==> src/rtl/float_pkg.sv <==
// ----------------------------------------------------------------------------
// float_pkg
//   Shared definitions for the single-precision float blocks (integer-to-float
//   converter, float adder pack/unpack paths).
//   Contents:
//     EXP_BIAS            IEEE-754 single exponent bias
//     SIGN_BIT/EXP_*/MANT_MSB  field positions inside the packed 32-bit word
//     cvt_state_e         converter FSM states; the encodings double as the
//                         debug codes driven on the converter's debug port
//     float_t             packed {sign, exp, mant} view of a float word
// ----------------------------------------------------------------------------
package float_pkg;

    localparam int EXP_BIAS = 127;

    localparam int SIGN_BIT = 31;
    localparam int EXP_MSB  = 30;
    localparam int EXP_LSB  = 23;
    localparam int MANT_MSB = 22;

    localparam int EXP_W  = EXP_MSB - EXP_LSB + 1;
    localparam int MANT_W = MANT_MSB + 1;

    // State encodings are chosen to be readable on a logic analyser; they are
    // exported unchanged on the debug port.
    typedef enum logic [7:0] {
        ST_IDLE  = 8'h11,
        ST_ABS   = 8'h22,
        ST_NORM  = 8'h33,
        ST_ROUND = 8'h44,
        ST_OUT   = 8'h55
    } cvt_state_e;

    typedef struct packed {
        logic              sign;
        logic [EXP_W-1:0]  exp;
        logic [MANT_W-1:0] mant;
    } float_t;

endpackage : float_pkg

==> src/rtl/fp_round_pack.sv <==
// ----------------------------------------------------------------------------
// fp_round_pack
//   Combinational round-and-pack stage. Takes a normalised 32-bit magnitude
//   (hidden bit in i_mag[31]), its biased exponent and sign, rounds the 24-bit
//   significand to nearest-even and packs the IEEE-754 single word.
//   Ports:
//     i_sign  in   1   sign of the result
//     i_exp   in   8   biased exponent of i_mag as presented
//     i_mag   in   32  normalised magnitude, i_mag[31] must be 1
//     o_data  out  32  packed float {sign, exp, mant}
// ----------------------------------------------------------------------------
module fp_round_pack
    import float_pkg::*;
(
    input  logic             i_sign,
    input  logic [EXP_W-1:0] i_exp,
    input  logic [31:0]      i_mag,
    output logic [31:0]      o_data
);

    logic        w_guard;
    logic        w_sticky;
    logic        w_round_up;
    logic [24:0] w_sig;
    logic        w_carry;
    float_t      w_pack;

    // Bits below the 24-bit significand: the first is the guard bit, the rest
    // collapse into a single sticky bit.
    assign w_guard    = i_mag[7];
    assign w_sticky   = |i_mag[6:0];
    assign w_round_up = w_guard & (w_sticky | i_mag[8]);

    // Significand including the hidden bit, one spare bit to catch the carry
    // when 1.111...1 rounds up to 10.000...0.
    assign w_sig   = {1'b0, i_mag[31:8]} + 25'(w_round_up);
    assign w_carry = w_sig[24];

    // On carry-out the significand is renormalised by one place right and the
    // exponent bumped; for this block the exponent never exceeds 158.
    assign w_pack.sign = i_sign;
    assign w_pack.exp  = i_exp + EXP_W'(w_carry);
    assign w_pack.mant = w_carry ? w_sig[23:1] : w_sig[22:0];

    assign o_data = w_pack;

endmodule : fp_round_pack

==> src/rtl/int_to_float.sv <==
// ----------------------------------------------------------------------------
// int_to_float
//   Converts a signed 32-bit two's-complement integer to an IEEE-754 single
//   precision word. Iterative: the magnitude is normalised one bit per cycle,
//   then rounded to nearest-even and packed. One conversion in flight;
//   valid/ready handshakes on both sides.
//   Latency accept -> out_valid: lz+3 cycles (lz = leading zeros of the
//   magnitude), 1 cycle for a zero input.
//   Ports:
//     clk        in   1   rising-edge clock
//     reset      in   1   asynchronous, active-high reset
//     in_valid   in   1   in_data is valid
//     in_ready   out  1   converter idle, can accept an input
//     in_data    in   32  signed integer operand
//     out_valid  out  1   out_data holds a finished result
//     out_ready  in   1   consumer accepts out_data
//     out_data   out  32  packed float {sign, exp[7:0], mant[22:0]}
//     debug      out  32  current state code (IDLE=0x11 ... OUT=0x55)
// ----------------------------------------------------------------------------
module int_to_float
    import float_pkg::*;
#(
    parameter int INT_W    = 32,
    parameter int EXP_BIAS = 127
) (
    input  logic             clk,
    input  logic             reset,
    input  logic             in_valid,
    output logic             in_ready,
    input  logic [INT_W-1:0] in_data,
    output logic             out_valid,
    input  logic             out_ready,
    output logic [31:0]      out_data,
    output logic [31:0]      debug
);

    // Exponent of a magnitude whose MSB sits in bit INT_W-1 before any shift.
    localparam logic [EXP_W-1:0] EXP_INIT = EXP_W'(EXP_BIAS + INT_W - 1);

    cvt_state_e       r_state;
    cvt_state_e       w_state_next;

    logic             r_sign;
    logic [INT_W-1:0] r_value;
    logic [INT_W-1:0] r_mag;
    logic [EXP_W-1:0] r_exp;
    logic [31:0]      r_out_data;

    logic [INT_W-1:0] w_mag_abs;
    logic             w_mag_zero;
    logic [31:0]      w_packed;

    // Two's-complement negate; the most negative value maps onto itself, which
    // is exactly its unsigned magnitude.
    assign w_mag_abs  = r_sign ? (INT_W'(0) - r_value) : r_value;
    assign w_mag_zero = (w_mag_abs == '0);

    fp_round_pack u_round_pack (
        .i_sign (r_sign),
        .i_exp  (r_exp),
        .i_mag  (r_mag),
        .o_data (w_packed)
    );

    // ------------------------------------------------------------------
    // State register
    // ------------------------------------------------------------------
    // NOTE: clocked state uses non-blocking assignments so every register
    // samples the pre-edge values of the others, independent of block order.
    always_ff @(posedge clk or posedge reset) begin
        if (reset) begin
            r_state <= ST_IDLE;
        end else begin
            r_state <= w_state_next;
        end
    end

    // ------------------------------------------------------------------
    // Next-state and handshake outputs
    // ------------------------------------------------------------------
    // NOTE: every signal driven here is given a default first so no path
    // through the case leaves it unassigned and infers a latch.
    always_comb begin
        w_state_next = r_state;
        in_ready     = 1'b0;
        out_valid    = 1'b0;

        unique case (r_state)
            ST_IDLE: begin
                in_ready = 1'b1;
                if (in_valid) begin
                    w_state_next = ST_ABS;
                end
            end
            ST_ABS: begin
                w_state_next = w_mag_zero ? ST_OUT : ST_NORM;
            end
            ST_NORM: begin
                if (r_mag[INT_W-1]) begin
                    w_state_next = ST_ROUND;
                end
            end
            ST_ROUND: begin
                w_state_next = ST_OUT;
            end
            ST_OUT: begin
                out_valid = 1'b1;
                if (out_ready) begin
                    w_state_next = ST_IDLE;
                end
            end
            default: begin
                w_state_next = ST_IDLE;
            end
        endcase
    end

    // ------------------------------------------------------------------
    // Datapath
    // ------------------------------------------------------------------
    // NOTE: the datapath registers are reset as well as the state so an
    // aborted conversion leaves nothing behind and out_data reads zero.
    always_ff @(posedge clk or posedge reset) begin
        if (reset) begin
            r_sign     <= 1'b0;
            r_value    <= '0;
            r_mag      <= '0;
            r_exp      <= '0;
            r_out_data <= '0;
        end else begin
            unique case (r_state)
                ST_IDLE: begin
                    if (in_valid) begin
                        r_sign  <= in_data[INT_W-1];
                        r_value <= in_data;
                    end
                end
                ST_ABS: begin
                    r_mag <= w_mag_abs;
                    r_exp <= EXP_INIT;
                    // Zero bypasses normalisation; always +0, never -0.
                    if (w_mag_zero) begin
                        r_out_data <= '0;
                    end
                end
                ST_NORM: begin
                    if (!r_mag[INT_W-1]) begin
                        r_mag <= r_mag << 1;
                        r_exp <= r_exp - EXP_W'(1);
                    end
                end
                ST_ROUND: begin
                    r_out_data <= w_packed;
                end
                default: begin
                end
            endcase
        end
    end

    assign out_data = r_out_data;
    assign debug    = 32'(r_state);

endmodule : int_to_float
==> config.mk <==
export PLATFORM = sky130hd
export DESIGN_NAME = int_to_float
export DESIGN_NICKNAME = d
export VERILOG_FILES = /design/src/rtl/float_pkg.sv /design/src/rtl/fp_round_pack.sv /design/src/rtl/int_to_float.sv
export SDC_FILE = /design/constraint.sdc
export NUM_CORES = 1
export LEC_CHECK = 0
export CORE_MARGIN = 5
export CORE_UTILIZATION = 32
export CTS_CLUSTER_SIZE = 20
export DETAILED_ROUTE_END_ITERATION = 6
export PLACE_DENSITY = 0.53
export SYNTH_ARGS = -nofsm -noshare
export SYNTH_HDL_FRONTEND = slang
export SYNTH_SLANG_ARGS = --single-unit
==> constraint.sdc <==
create_clock -name clk -period 4.4 [get_ports clk]
set_clock_uncertainty 0.2 [all_clocks]
set_input_delay 0.44 -clock clk [delete_from_list [all_inputs] [get_ports clk]]
set_output_delay 0.44 -clock clk [all_outputs]
set_load 0.03 [all_outputs]
== Yosys cells after proc, flatten, opt, wreduce, memory -nomap -nowiden ==
Index checks and enable logic that the tools add are counted.
W data, S select, Z words.

* Bits of input ports: 36
* Bits in registers: 113
* Latch bits: 0
* Memories kept: 0
* Logic and storage cells: 46
* Bits in read-only memories: 0
* RAM bits: 0
* Output and inout port bits: 66

* Magnitude comparators: 0
* Shift-type cells: 0
* Eq/ne operators: 10
* Add/sub/neg operators: 4
* Reductions and logical operators: 8
* Bitwise logic cells: 2
* $mul: 0
* Muxes and demuxes: 15
* Divide/modulo/power cells: 0

{| class="wikitable"
|+ Operator list
! cell !! count
|-
| $pmux W32 S2 || 2
|-
| $mux W32 || 3
|-
| $pmux W8 S5 || 1
|-
| $logic_not A32 Y1 || 1
|-
| $mux W8 || 4
|-
| $sub A1 B32 Y32 const A || 1
|-
| $add A24 B1 Y25 || 1
|-
| $mux W23 || 1
|-
| $eq A8 B6 Y1 const B || 2
|-
| $eq A8 B7 Y1 const B || 2
|-
| $pmux W8 S2 || 1
|-
| $ne A2 B2 Y1 const B || 5
|-
| $add A8 B1 Y8 || 1
|-
| $eq A8 B5 Y1 const B || 1
|-
| $sub A8 B1 Y8 const B || 1
|-
| $mux W7 || 1
|-
| $reduce_or A7 Y1 || 1
|-
| $reduce_and A2 Y1 || 3
|-
| $reduce_bool A2 Y1 || 2
|-
| $reduce_and A3 Y1 || 1
|-
| $mux W1 || 2
|-
| $and A1 B1 Y1 || 1
|-
| $or A1 B1 Y1 || 1
|}

== Depth between registers and ports, before layout ==
Gate-level depths: netlist of run 1.

* Word-level depth: 6
* Mapped depth: 13
* Gate-level depth less buffers: 13

== Modules after synthesis ==
Synthesis of run 1 repeated with hierarchy kept, for this count alone.

* Cell total of the unflattened synthesis: 687
* Area total of the unflattened synthesis: 6582.6 um^2

{| class="wikitable"
|+ By module, submodules not included
! module !! times used !! sequential area each (um^2) !! cells an instance !! area an instance (um^2)
|-
| int_to_float || 1 || 2678.8 || 565 || 5769.3
|-
| fp_round_pack || 1 || 0.0 || 122 || 813.3
|}

== Worst setup path after synthesis of run 1 ==
Ideal clock, no wire load.

* Path kind: register to register
* Start: register r_value[14]
* End: register r_state[5]
* Library setup time: 0.147 ns
* Data required time: 4.053 ns
* Clock period less this slack: 3.324 ns
* Path buffers: 1
* Stages on the path, launching flop included: 10
* Arrival: 2.976 ns
* Slack: 1.076 ns
* Cells stage by stage: dfrtp_1 -> buf_6 -> or4_4 -> or3_1 -> or3_4 -> or4_1 -> nand3_2 -> nand4_4 -> nor4b_4 -> o32ai_2

* Word-level cells in the longest chain between the ends: 5

{| class="wikitable"
|+ Ends and longest elaborated chain
! element !! line !! RTL
|-
| start: declaration || int_to_float.sv:44 || <nowiki>logic [INT_W-1:0] r_value;</nowiki>
|-
| start signal: assignment || int_to_float.sv:135 || <nowiki>r_value <= in_data;</nowiki>
|-
| $sub A1 B32 Y32 || int_to_float.sv:55 || <nowiki>assign w_mag_abs = r_sign ? (INT_W'(0) - r_value) : r_value;</nowiki>
|-
| $mux W32 * || int_to_float.sv:55 ||
|-
| $logic_not A32 Y1 * || int_to_float.sv:56 || <nowiki>assign w_mag_zero = (w_mag_abs == '0);</nowiki>
|-
| $mux W7 * || int_to_float.sv:96 || <nowiki>w_state_next = w_mag_zero ? ST_OUT : ST_NORM;</nowiki>
|-
| $pmux W8 S5 * || int_to_float.sv:88 || <nowiki>unique case (r_state)</nowiki>
|-
| end signal: assignment || int_to_float.sv:74 || <nowiki>r_state <= w_state_next;</nowiki>
|-
| end: declaration || int_to_float.sv:40 || <nowiki>cvt_state_e r_state;</nowiki>
|}

Every way passes the cells marked *; elsewhere a longest branch is shown, timed or not.
A chain may end at the register's enable or synchronous reset.

== Final worst setup path of run 1 ==
* Start: register r_value[3]
* End: register r_state[2]

The elaborated chain is that of the path after synthesis.

==> results.yml, run 1 <==
status:
  outcome: "completed"
logic_synthesis:
  synth_top_cell_area_share_pct: 41.7
  synth_commonest_cells: "dfrtp_1, nand2_1, nor2_1, o21ai_0, clkbuf_1"
  async_flop_share_pct: 100
  seq_area_frac_synth_pct: 42.1
  ys_ff_latch: 107
  synthCells: 686
  synth.cell_area_um2: 6370
  synth_area_leaders: "dfrtp_1, mux2_2, xnor2_1, xor2_1, buf_4"
  synth.most_common_cell: "dfrtp_1"
  avgSynthCellArea_um2: 9.28
  ys.flop_type: "dfrtp_1"
  synth_top_area_cell: "dfrtp_1"
  yosysWarningCount: 0
  synth_edf_count: 0
  synth_cell_type_count: 67
cts:
  clk_path_buf_depth: 2
  clk_latency_ns: 0.36
  ctsResizeCount: 0
  cts_max_level: 3
  numCtsBuffers: 9
  hold_buffers: 0
  path_clk_slew_ns: 0.08
  cts_tree: "done"
  cts-root-buf: "clkbuf_16"
  cts_num_sinks: 107
  postCtsSetupRepairBufs: 0
detailed_routing:
  routed_wl_mm: 16.0
  dr_total_vias: 5150
  antenna_left: 0
  top_layer: "met4"
  drt-vias-per-instance: 5.17
  wl_per_cell_um: 16.1
  first_iter_violations: 526
  drt-met1-wl_mm: 7.82
  wl_met2_mm: 7.05
  drcViolationCount: 0
  drt-pass1-iter-count: 5
  routed-wl-met3_um: 882
critical_path:
  criticalPathCategory: "flip-flop to flip-flop"
  worst-r2r-cell-count: 9
  arrival_ns: 3.86
  start_kind: "flip-flop"
  rrSetupSlack_ns: 0.59
  rr_endpoint: "r_state[2]"
  critPathLaunch: "r_value[3]"
  crit_fanout: 25
  r2r_start: "r_value[3]"
  cp_data_required_time_ns: 4.45
  end_kind: "flip-flop"
  endpoint: "r_state[2]"
die:
  die_height_um: 151
  core_um2: 19500
  die_x_um: 151
  dieArea_um2: 22800
  start_util_pct: 32.6
  io_pins: 102
  row_count: 51
global_route:
  grt_max_degree: 84
  grt-ovfl-total: 0
  antenna_found_initial: 0
  first_global_vias: 4985
  grt_pass1_wl_mm: 26.2
  grtUsageTotal_pct: 14.4
sta:
  setup_viol: 0
  finalSetupTns_ns: 0
  holdWs_ns: 0.318
  timing_hold_violations_final: 0
  worstMarginPinSlew_ns: 1.11
  timing.final.crit_share_pct: 86.7
  rsz0062_at_grt: "false"
  fmaxAchievable_mhz: 262
  final-max-slew-violation-count: 0
  slew_headroom_pct: 26.2
  setup_ws_ns: 0.587
  period_minus_slack_ns: 3.81
place:
  dp_cells: 981
  place_ws_ns: 0.648
  dp_hpwl_mm: 12.0
  numPortBuffers: 75
  routabilityCongestion: 0.890
pwr:
  ir_worst_vdd_mv: 0.248
  power.density_nw_per_um2: 727
  leakage_nw: 2.97
  power.total_mw: 5.46
min_path:
  hold_class: "flip-flop to flip-flop"
finish:
  fillCellCount: 1945
  stdcell_count: 997
  drive_gt1_share_pct: 9.70
  area_delta_synth_final_pct: 18.1
  nets: 768
  diodes: 0
job:
  maxCapViolations: 0
## metal layers
metal / vias up / global-route usage, %
met5: - / 0
met4: 0 / 4.44
met3: 15 / 3.20
met2: 160 / 21.3
met1: 2483 / 21.0
li1: 2492 / -
## stage by stage
step / instance area, um2 / utilization, %
floorplan: 6460 / -
global placement: 7200 / 36.9
detailed placement: 7200 / 36.9
CTS: 7520 / 38.5
global route: 7520 / 38.5
finish: 7520 / 38.5
## where the power goes
| part | internal, mW | switching, mW | total [mW] | leakage, nW |
|---|---|---|---|---|
| clock | 0.458 | 0.409 | 0.867 | 0.156 |
| sequential | 1.43 | 0.645 | 2.07 | 1.32 |
| combinational | 1.10 | 1.43 | 2.52 | 1.50 |
## area by class of cell
cell class	instances	area, um2	area share [%]
clock buffer	9	225	3.00
clock inverter	7	92.6	1.23
inverter	12	47.5	0.632
multi-input combinational	512	3320	44.1
sequential	107	2680	35.6
tap	265	332	4.41
timing repair buffer	85	826	11.0
## how the worst min path moves through the flow
stage	depth (start not counted)	slack, ns	end	startpoint
after floorplan	2	0.26	r_mag[0]	r_mag[0]
after global placement	2	0.30	out_data[28]	out_data[28]
after detailed placement	2	0.31	out_data[25]	out_data[25]
after CTS	2	0.33	out_data[25]	out_data[25]
after global routing	2	0.34	out_data[23]	out_data[23]
final	2	0.32	out_data[25]	out_data[25]
## flip-flops by register name, indices dropped and copies added, names as in the netlist
| signal | count |
|---|---|
| r_exp | 8 |
| r_sign | 1 |
| r_mag | 32 |
| r_value | 31 |
| r_state | 3 |
| out_data | 32 |
## critical path, cell delays in order (launching register included)
cell and delay [ns]:
dfrtp_1 0.48, or4_1 0.65, nor2_1 0.50, nand4_1 0.30, nor4b_1 0.48, and4bb_2 0.31, nand4_4 0.12, nor3_4 0.05
buf_4 0.23, or3_1 0.36
## cells in the final DEF (no fill, tap or decap), drive strengths merged, types with 5 or more instances in the layout
master         Yosys  routed
dfrtp            106     106
ha                 5       5
nor2              46      46
a21oi             31      31
o31ai              7       7
nand3             20      20
nand2             60      60
inv               12      16
or3                7       7
nand4             11      11
clkdlybuf4s50      0      75
conb               1      26
nor4              10      10
and2               7       7
o22ai             22      22
xor2              29      29
or4               11      11
nand2b             6       6
and3               8       8
nor3              20      20
xnor2             29      29
buf               39      10
o21ai             47      47
mux2              29      29
clkbuf            41       9
a22oi             30      30
## kinds of logic after synthesis
family | synth area share, %
flip-flops | 42.1
AO/OA/AOI/OAI | 16.1
other | 0.0589
adder cells (fa/ha/maj) | 0.983
buffers and inverters | 7.41
multiplexers | 5.76
XOR/XNOR | 7.98
AND/OR/NAND/NOR | 19.7
No activity file was read; power rests on OpenSTA's default activity.
==> inputs of run 2 (changes only) <==
Clock period 4.4 ns to 3.7 ns, I/O delays scaled along.
==> results.yml, run 2 (synthesis gave the netlist of run 1 again) <==
status:
  outcome: "completed"
die:
  die_height_um: 151
  dieArea_um2: 22800
  io_pins: 102
  row_count: 51
  core_um2: 19500
  start_util_pct: 32.6
  die_x_um: 151
sta:
  final-max-slew-violation-count: 0
  setup_viol: 0
  fmaxAchievable_mhz: 287
  slew_headroom_pct: 25.2
  timing.final.crit_share_pct: 94.3
  worstMarginPinSlew_ns: 1.12
  holdWs_ns: 0.294
  period_minus_slack_ns: 3.49
  rsz0062_at_grt: "false"
  setup_ws_ns: 0.211
  timing_hold_violations_final: 0
  finalSetupTns_ns: 0
detailed_routing:
  wl_per_cell_um: 16.2
  antenna_left: 0
  drt-vias-per-instance: 5.13
  dr_total_vias: 5178
  drcViolationCount: 0
  drt-pass1-iter-count: 4
  routed_wl_mm: 16.3
  first_iter_violations: 308
global_route:
  grt_pass1_wl_mm: 26.7
  grt_max_degree: 108
  grt-ovfl-total: 0
  antenna_found_initial: 0
  grtUsageTotal_pct: 14.6
  first_global_vias: 5061
cts:
  numCtsBuffers: 9
  cts-root-buf: "clkbuf_16"
  clk_latency_ns: 0.36
  cts_num_sinks: 107
  cts_tree: "done"
  path_clk_slew_ns: 0.08
  postCtsSetupRepairBufs: 0
  ctsResizeCount: 0
  clk_path_buf_depth: 2
  cts_max_level: 3
  hold_buffers: 0
job:
  maxCapViolations: 0
pwr:
  p_seq_share_pct: 36.2
  power.density_nw_per_um2: 857
  ir_worst_vdd_mv: 0.386
  cell_internal_pwr_mw: 3.56
  power.total_mw: 6.53
  combPwrFrac_pct: 48.7
  clkPwrFrac_pct: 15.0
  p_sw_share_pct: 45.5
  power.switching_mw: 2.97
  leakage_nw: 3.03
finish:
  nets: 780
  fillCellCount: 1991
  final_area_um2: 7620
  area_delta_synth_final_pct: 19.6
  final_common_cell: "dfrtp_1"
  final_cell_mix: "dfrtp_1, clkdlybuf4s50_1, nand2_1"
  diodes: 0
  drive_gt1_share_pct: 11.2
place:
  numPortBuffers: 75
  place_ws_ns: 0.219
  placed_cell_area_um2: 7310
  routabilityCongestion: 0.886
  dp_hpwl_mm: 12.2
critical_path:
  rrSetupSlack_ns: 0.21
  criticalPathCategory: "flip-flop to flip-flop"
  end_kind: "flip-flop"
  critPathLaunch: "r_value[3]"
  worst-r2r-cell-count: 9
  cp_data_required_time_ns: 3.74
  arrival_ns: 3.53
  start_kind: "flip-flop"
  crit_fanout: 9
  r2r_start: "r_value[3]"
  rr_endpoint: "out_data[2]"
min_path:
  hold_class: "primary input to asynchronous set/reset pin"
==> run 2: cell count changes in the layout (fill, tap and decap cells not counted) <==
cell / delta
buf_12: +2
bufinv_16: -1
clkbuf_8: +1
buf_4: +10
==> run 2: worst max-delay path, stage by stage, from the launching register on <==
cell and delay (ns):
dfrtp_1 0.49, or4_1 0.67, or4_1 0.47, a211oi_1 0.29, o21ai_0 0.19, nor4_4 0.23
nand4_4 0.16, nor4b_4 0.36, buf_4 0.22, a21oi_1 0.07
==> run 2: metrics by stage <==
step | std cells | utilization [%]
finish | 1009 | 39.0
global route | 1009 | 39.0
CTS | 1009 | 39.0
detailed placement | 993 | 37.5
global placement | 993 | 37.5
floorplan | 711 | -
==> run 2: routing by layer <==
layer  vias up  track usage (%)  wire length (um)
met3        22             2.93               716
met5         -                0                 0
li1       2522                -                 -
met2       135             22.1              7310
met1      2499             21.1              8050
met4         0             4.40               246
==> run 2: final cells by class <==
class / count / area, um2 / share of cell area (%)
clock buffer: 10 / 239 / 3.14
clock inverter: 6 / 62.6 / 0.821
inverter: 12 / 47.5 / 0.624
multi-input combinational: 512 / 3320 / 43.5
sequential: 107 / 2680 / 35.2
tap: 265 / 332 / 4.35
timing repair buffer: 97 / 941 / 12.4
==> run 2: worst max-delay path by stage <==
| stage | cells after the start | endpoint | slack [ns] |
|---|---|---|---|
| 2_1_floorplan | 1 | out_data[0] | 0.31 |
| 3_3_place_gp | 11 | out_data[18] | 0.32 |
| 3_5_place_dp | 11 | out_data[14] | 0.22 |
| 4_1_cts | 11 | out_data[4] | 0.17 |
| 5_1_grt | 11 | out_data[2] | 0.02 |
| 6_report | 9 | out_data[2] | 0.21 |
==> run 2: power by group through the flow <==
stage	Combinational, mW	Clock [mW]	Sequential (mW)
finish	3.18	0.982	2.36
detailed placement	3.20	0	2.38
CTS	3.21	1.01	2.36
global route	3.49	1.05	2.47
global placement	3.16	0	2.35
floorplan	2.09	0	2.40
==> inputs of run 3 (changes only) <==
Settings changed: SLEW_MARGIN set to 25.
==> results.yml, run 3 (synthesis gave the netlist of run 1 again) <==
finish:
  nets: 780
  diodes: 0
  drive_gt1_share_pct: 11.4
  area_delta_synth_final_pct: 19.7
  stdcell_count: 1009
  final_common_cell: "dfrtp_1"
  final_cell_mix: "dfrtp_1, clkdlybuf4s50_1, nand2_1"
sta:
  period_minus_slack_ns: 3.49
  rsz0062_at_grt: "false"
  setup_ws_ns: 0.211
  timing.final.crit_share_pct: 94.3
  slew_headroom_pct: 58.3
  final-max-slew-violation-count: 0
  worstMarginPinSlew_ns: 0.623
  fmaxAchievable_mhz: 287
  setup_viol: 0
  timing_hold_violations_final: 0
  finalSetupTns_ns: 0
cts:
  clk_latency_ns: 0.36
  cts_tree: "done"
  cts_num_sinks: 107
  cts_max_level: 3
  postCtsSetupRepairBufs: 0
  cts-root-buf: "clkbuf_16"
  hold_buffers: 0
  path_clk_slew_ns: 0.08
  numCtsBuffers: 9
  clk_path_buf_depth: 2
  ctsResizeCount: 0
die:
  dieArea_um2: 22800
  die_x_um: 151
  io_pins: 102
  die_height_um: 151
  row_count: 51
  core_um2: 19500
  start_util_pct: 32.6
min_path:
  hold_class: "primary input to asynchronous set/reset pin"
critical_path:
  start_kind: "flip-flop"
  arrival_ns: 3.53
  r2r_start: "r_value[3]"
  end_kind: "flip-flop"
  endpoint: "out_data[2]"
  rr_endpoint: "out_data[2]"
  criticalPathCategory: "flip-flop to flip-flop"
  slowest_delay_ns: 0.67
  rrSetupSlack_ns: 0.21
  critPathLaunch: "r_value[3]"
  worst-r2r-cell-count: 9
  cp_data_required_time_ns: 3.74
  critPathTopFamily: "simple AND/OR/NAND/NOR gates"
  path_buf_inv: 1
  crit_top_cell: "or4_1"
  cp.depth: 9
  path_cells: "or4_1, or4_1, a211oi_1, o21ai_0, nor4_4, nand4_4, nor4b_4, buf_4, a21oi_1"
  cp_slowest_cell: "or4_1"
  crit_fanout: 9
detailed_routing:
  drt-vias-per-instance: 5.12
  routed_wl_mm: 16.3
  wl_per_cell_um: 16.2
  first_iter_violations: 309
  drt-pass1-iter-count: 5
  drcViolationCount: 0
  antenna_left: 0
  dr_total_vias: 5167
global_route:
  antenna_found_initial: 0
  grt_pass1_wl_mm: 26.7
  grt-ovfl-total: 0
  grtUsageTotal_pct: 14.6
  first_global_vias: 5061
  grt_max_degree: 108
pwr:
  ir_worst_vdd_mv: 0.387
  leakage_nw: 3.04
  power.density_nw_per_um2: 857
job:
  maxCapViolations: 0
place:
  routabilityCongestion: 0.886
  numPortBuffers: 75
  dp_cells: 993
  dp_hpwl_mm: 12.2
  place_ws_ns: 0.219
status:
  outcome: "completed"
==> run 3: cell counts in the layout (fill, tap and decap cells not counted) <==
Identical to the previous run, type by type.
==> run 3: metrics by stage <==
step                      area (um2)  hold WS, ns  power, mW  utilization, %
after detailed placement        7310        0.310       5.58            37.5
final                           7620        0.293       6.53            39.0
after global routing            7620        0.346       7.01            39.0
after floorplan                 6460        0.263       4.49               -
after CTS                       7620        0.329       6.57            39.0
after global placement          7310        0.304       5.51            37.5
==> run 3: area by class of cell <==
cell class              count  area (um2)
clock buffers              10         239
clock inverters             6        62.6
fillers                  1991       11900
inverters                  12        47.5
multi-input cells         512        3320
flip-flops and latches    107        2680
well taps                 265         332
repair buffers             97         941
==> run 3: per-layer routing <==
metal,vias up,wire length [um],GRT usage (%)
li1,2523,-,-
met1,2493,8060,21.1
met2,129,7310,22.1
met3,22,696,2.93
met4,0,246,4.40
met5,-,0,0
==> run 3: report_power, final <==
group	switching, mW	internal [mW]
clock	0.487	0.495
sequential	0.663	1.70
combinational	1.82	1.36
total	2.97	3.56
==> run 3: worst min path at each step <==
| stage | startpoint | endpoint | slack, ns | depth (start not counted) |
|---|---|---|---|---|
| after floorplan | r_mag[0] | r_mag[0] | 0.26 | 2 |
| after global placement | out_data[28] | out_data[28] | 0.30 | 2 |
| after detailed placement | out_data[27] | out_data[27] | 0.31 | 2 |
| after CTS | reset | out_data[15] | 0.33 | 3 |
| after global routing | out_data[27] | out_data[27] | 0.35 | 2 |
| final | reset | out_data[9] | 0.29 | 3 |
==> run 3: worst reg2reg max path, delay by kind of cell (launching register included) <==
family / cells / cell delay, ns
buf+inv: 1 / 0.22
simple gates: 5 / 1.89
compound gates: 3 / 0.56
flops: 1 / 0.49
